===== src/rtl/debug_send.sv =====
// Streams N_WORDS 32-bit debug words byte by byte to a UART transmitter.
// Define DEBUG_SEND_CHECKSUM_EN to append an XOR checksum byte to each frame.
module debug_send #(
  parameter int N_WORDS = 8,
  parameter int SEL_W   = 8
) (
  input  logic             clk,
  input  logic             rst,
  input  logic             is_start_send,
  input  logic [31:0]      i_word,
  input  logic             is_tx_done,
  output logic [SEL_W-1:0] o_word_sel,
  output logic [7:0]       o_tx_data,
  output logic             os_tx_start,
  output logic             os_done_send
);

  localparam int IW = (N_WORDS > 1) ? $clog2(N_WORDS) : 1;
  localparam logic [IW-1:0] LAST_W = IW'(N_WORDS - 1);

  typedef enum logic [2:0] {
    IDLE     = 3'd0,
    LOAD     = 3'd1,
    TX       = 3'd2,
    WAIT_TX  = 3'd3,
`ifdef DEBUG_SEND_CHECKSUM_EN
    CHK_TX   = 3'd4,
    CHK_WAIT = 3'd5,
`endif
    DONE     = 3'd6
  } state_e;

  state_e          state_q;
  logic [IW-1:0]   word_q;
  logic [1:0]      byte_q;
  logic [31:0]     shift_q;

`ifdef DEBUG_SEND_CHECKSUM_EN
  logic [7:0]      csum_q;
  logic [7:0]      csum_d;

  assign csum_d = csum_q ^ shift_q[7:0];
`endif

  always_ff @(posedge clk or negedge rst) begin
    if (!rst) begin
      state_q <= IDLE;
      word_q  <= '0;
      byte_q  <= '0;
      shift_q <= '0;
`ifdef DEBUG_SEND_CHECKSUM_EN
      csum_q  <= '0;
`endif
    end else begin
      case (state_q)
        IDLE: begin
          if (is_start_send) begin
            word_q  <= '0;
            byte_q  <= '0;
`ifdef DEBUG_SEND_CHECKSUM_EN
            csum_q  <= '0;
`endif
            state_q <= LOAD;
          end
        end
        LOAD: begin
          shift_q <= i_word;
          state_q <= TX;
        end
        TX: state_q <= WAIT_TX;
        WAIT_TX: begin
          if (is_tx_done) begin
`ifdef DEBUG_SEND_CHECKSUM_EN
            csum_q <= csum_d;
`endif
            if (byte_q != 2'd3) begin
              shift_q <= {8'h00, shift_q[31:8]};
              byte_q  <= byte_q + 2'd1;
              state_q <= TX;
            end else if (word_q != LAST_W) begin
              word_q  <= word_q + IW'(1);
              byte_q  <= '0;
              state_q <= LOAD;
            end else begin
`ifdef DEBUG_SEND_CHECKSUM_EN
              // checksum byte rides the same shift path to o_tx_data
              shift_q <= {24'h0, csum_d};
              state_q <= CHK_TX;
`else
              state_q <= DONE;
`endif
            end
          end
        end
`ifdef DEBUG_SEND_CHECKSUM_EN
        CHK_TX: state_q <= CHK_WAIT;
        CHK_WAIT: begin
          if (is_tx_done) begin
            state_q <= DONE;
          end
        end
`endif
        DONE:    state_q <= IDLE;
        default: state_q <= IDLE;
      endcase
    end
  end

  assign o_word_sel = SEL_W'(word_q);
  assign o_tx_data  = shift_q[7:0];

`ifdef DEBUG_SEND_CHECKSUM_EN
  assign os_tx_start = (state_q == TX) || (state_q == CHK_TX);
`else
  assign os_tx_start = (state_q == TX);
`endif
  assign os_done_send = (state_q == DONE);

endmodule


===== config.mk =====
export PLATFORM = sky130hd
export DESIGN_NAME = debug_send
export DESIGN_NICKNAME = d
export VERILOG_FILES = /design/src/rtl/debug_send.sv
export SDC_FILE = /design/constraint.sdc
export NUM_CORES = 1
export LEC_CHECK = 0
export ABC_CLOCK_PERIOD_IN_PS = 4300
export CORE_UTILIZATION = 28
export CTS_CLUSTER_DIAMETER = 50
export DETAILED_ROUTE_END_ITERATION = 6
export PLACE_DENSITY = 0.59
export SLEW_MARGIN = 20
export SYNTH_ARGS = -nofsm -noshare
export SYNTH_HDL_FRONTEND = slang
export SYNTH_SLANG_ARGS = --single-unit
export TNS_END_PERCENT = 5

===== constraint.sdc =====
create_clock -name clk -period 4.3 [get_ports clk]
set_clock_uncertainty 0.15 [all_clocks]
set_input_delay 0.645 -clock clk [delete_from_list [all_inputs] [get_ports clk]]
set_output_delay 0.645 -clock clk [all_outputs]
set_load 0.005 [all_outputs]

==> results.toml <==
[synth]
postSynth.asyncResetShare = 1.00
synthesis.instances = 184
synthDominantCellAreaShare = 0.495
synth.distinct_cells = 34
synth-edff-count = 0
yosys_most_used_dff = "dfrtp_1"
ys_seq_area_frac = 0.495
synth_area_sq_um = 2020
netlist_top_cells_area = "dfrtp_1 (49%), mux2i_1 (13%), o22ai_1 (7.4%), buf_4 (5.6%), inv_1 (5.0%)"
avgSynthCellArea_sq_um = 11.0
synth_seq_cells = 40
synth_top_cell_by_area = "dfrtp_1"
yosys_warnings = 0

[layout]
diodes = 0
layout.nets = 261
syn2layout_area_growth_pct = 26.6
most-common-layout-cells = "clkdlybuf4s50_1 (47), dfrtp_1 (40), inv_1 (27)"
design_area_sq_um = 2560
drive_gt1_frac = 0.0588
final_common_cell = "clkdlybuf4s50_1"

[route]
dr.pass1.iters = 4
ant_nets = 0
initialDrtViolationCount = 91
wl_per_cell_microns = 13.0
wl_mm = 4.13
drc = 0
via_per_inst = 4.38
vias = 1390

[critical_path]
worstPathRequired_ps = 3500
worstSetupPathType = "reg -> out"
crit_arrival_ps = 2000
cp_max_fo = 28
cp-start-kind = "flip-flop"
end_kind = "output port"

[sta]
fmax_mhz = 358
fin_crit_ps = 2790
finalHoldViolations = 0
slew_headroom = 0.327
drv_slew = 0
setup_viol = 0
tns_ps = 0
rsz0062_at_grt = "no"
max_slew.worst_pin.slew_ps = 1010
min_period_over_period = 0.650

[power_and_ir_drop]
max-vdd-ir-drop_mv = 0.186
power.density_nw_per_um2 = 613
p_leak_nw = 1.12

[clock_network]
cts_made_buffers = 5
clock_latency_ps = 290
clock_sinks = 40
hold_buffers = 0
cts_tree = "built"
cts_root_buf = "clkbuf_8"
path_clk_slew_ps = 70
post_cts_resized = 0
htreeDepth = 2
clock_path_buffers = 2
cts_setup_buffers = 0

[floorplanning]
initial_core_util = 0.295
die_y_microns = 87.0
placementRows = 30
io_pins = 54
core_sq_um = 6870
die-area_sq_um = 7570
die_w_microns = 87.0

[placement]
globalplace.congestion = 0.759
port_buffers = 48
dp_hpwl_mm = 2.75
placedInstanceArea_sq_um = 2480

[hold_path]
hold_path_class = "in -> async"

[global_route]
grt_pass1_wl_mm = 6.73
grtUsageTotal = 0.118
grt_overflow = 0
grt_pass1_vias = 1395
antenna_found_initial = 0
grt_start_max_net_pins = 41

[status]
outcome = "complete, no violations"

[run]
drv_cap = 0
==> state kept, by name, indices dropped and copies added, names as in the netlist <==
register	cells
word_q	3
byte_q	2
shift_q	32
state_q	3
==> cell usage after synthesis, types with 2 or more instances <==
master    n
dfrtp_1  40
mux2i_1  26
inv_1    27
a22o_1   10
nor3_1    3
buf_1     2
buf_2     4
o22ai_1  24
nor2_1    4
nand2_1   3
buf_4    15
ha_1      4
==> cell families (layout without fill, tap and decap cells) <==
| group | after synthesis | in the layout | synth area share |
|---|---|---|---|
| and+or+nand+nor | 21 | 21 | 0.0619 |
| adders and majority gates | 4 | 4 | 0.0247 |
| buffers and inverters | 50 | 83 | 0.127 |
| AOI/OAI and AO/OA | 41 | 41 | 0.154 |
| DFF | 40 | 40 | 0.495 |
| muxes | 27 | 27 | 0.136 |
| other | 1 | 5 | 0.00185 |
==> metrics by stage <==
step | worst slack [ps] | hold WS, ps | cells | power [mW] | util
final | 1510 | 326 | 317 | 1.57 | 0.373
after global routing | 1360 | 363 | 317 | 1.70 | 0.373
after CTS | 1470 | 358 | 317 | 1.59 | 0.373
after detailed placement | 1640 | 337 | 310 | 1.35 | 0.361
after global placement | 1690 | 334 | 310 | 1.34 | 0.361
after floorplan | 2360 | 199 | 188 | 1.17 | -
==> cell type report <==
type                            instances  area, sq um
Sequential cell                        40         1000
Clock inverter                          1         5.00
Fill cell                             675         4310
Inverter                               28          105
Multi-Input combinational cell         98          782
Clock buffer                            6         72.6
Timing Repair Buffer                   48          475
Tap cell                               96          120
==> worst paths after layout <==
kind,start,to,slack [ps],cells past startpoint
max in group asynchronous,rst,word_q[0],3100,1
min in group clk,shift_q[24],shift_q[24],350,1
worst min register to register,shift_q[24],shift_q[24],350,1
worst min-delay path,rst,shift_q[28],330,1
worst max-delay path,state_q[1],os_done_send,1510,3
worst max register to register,byte_q[0],shift_q[0],2130,4
==> worst max-delay path, stage by stage (launching register included) <==
cell and delay [ps]:
dfrtp_1 600, inv_2 330, nor3b_1 250, clkdlybuf4s50_1 530
==> power by group <==
part	leakage [nW]	total, mW	internal, mW	switching [mW]
Sequential	0.528	0.634	0.528	0.106
Clock	0.0410	0.233	0.110	0.123
Combinational	0.546	0.703	0.373	0.330
==> metal layers <==
layer	track usage	vias to the layer above	wire length [microns]
met4	0.0500	0	69
met1	0.161	646	2040
met3	0.0351	6	272
met5	0	-	0
met2	0.173	41	1750
li1	-	697	-
(Power assumes the default switching activity.)
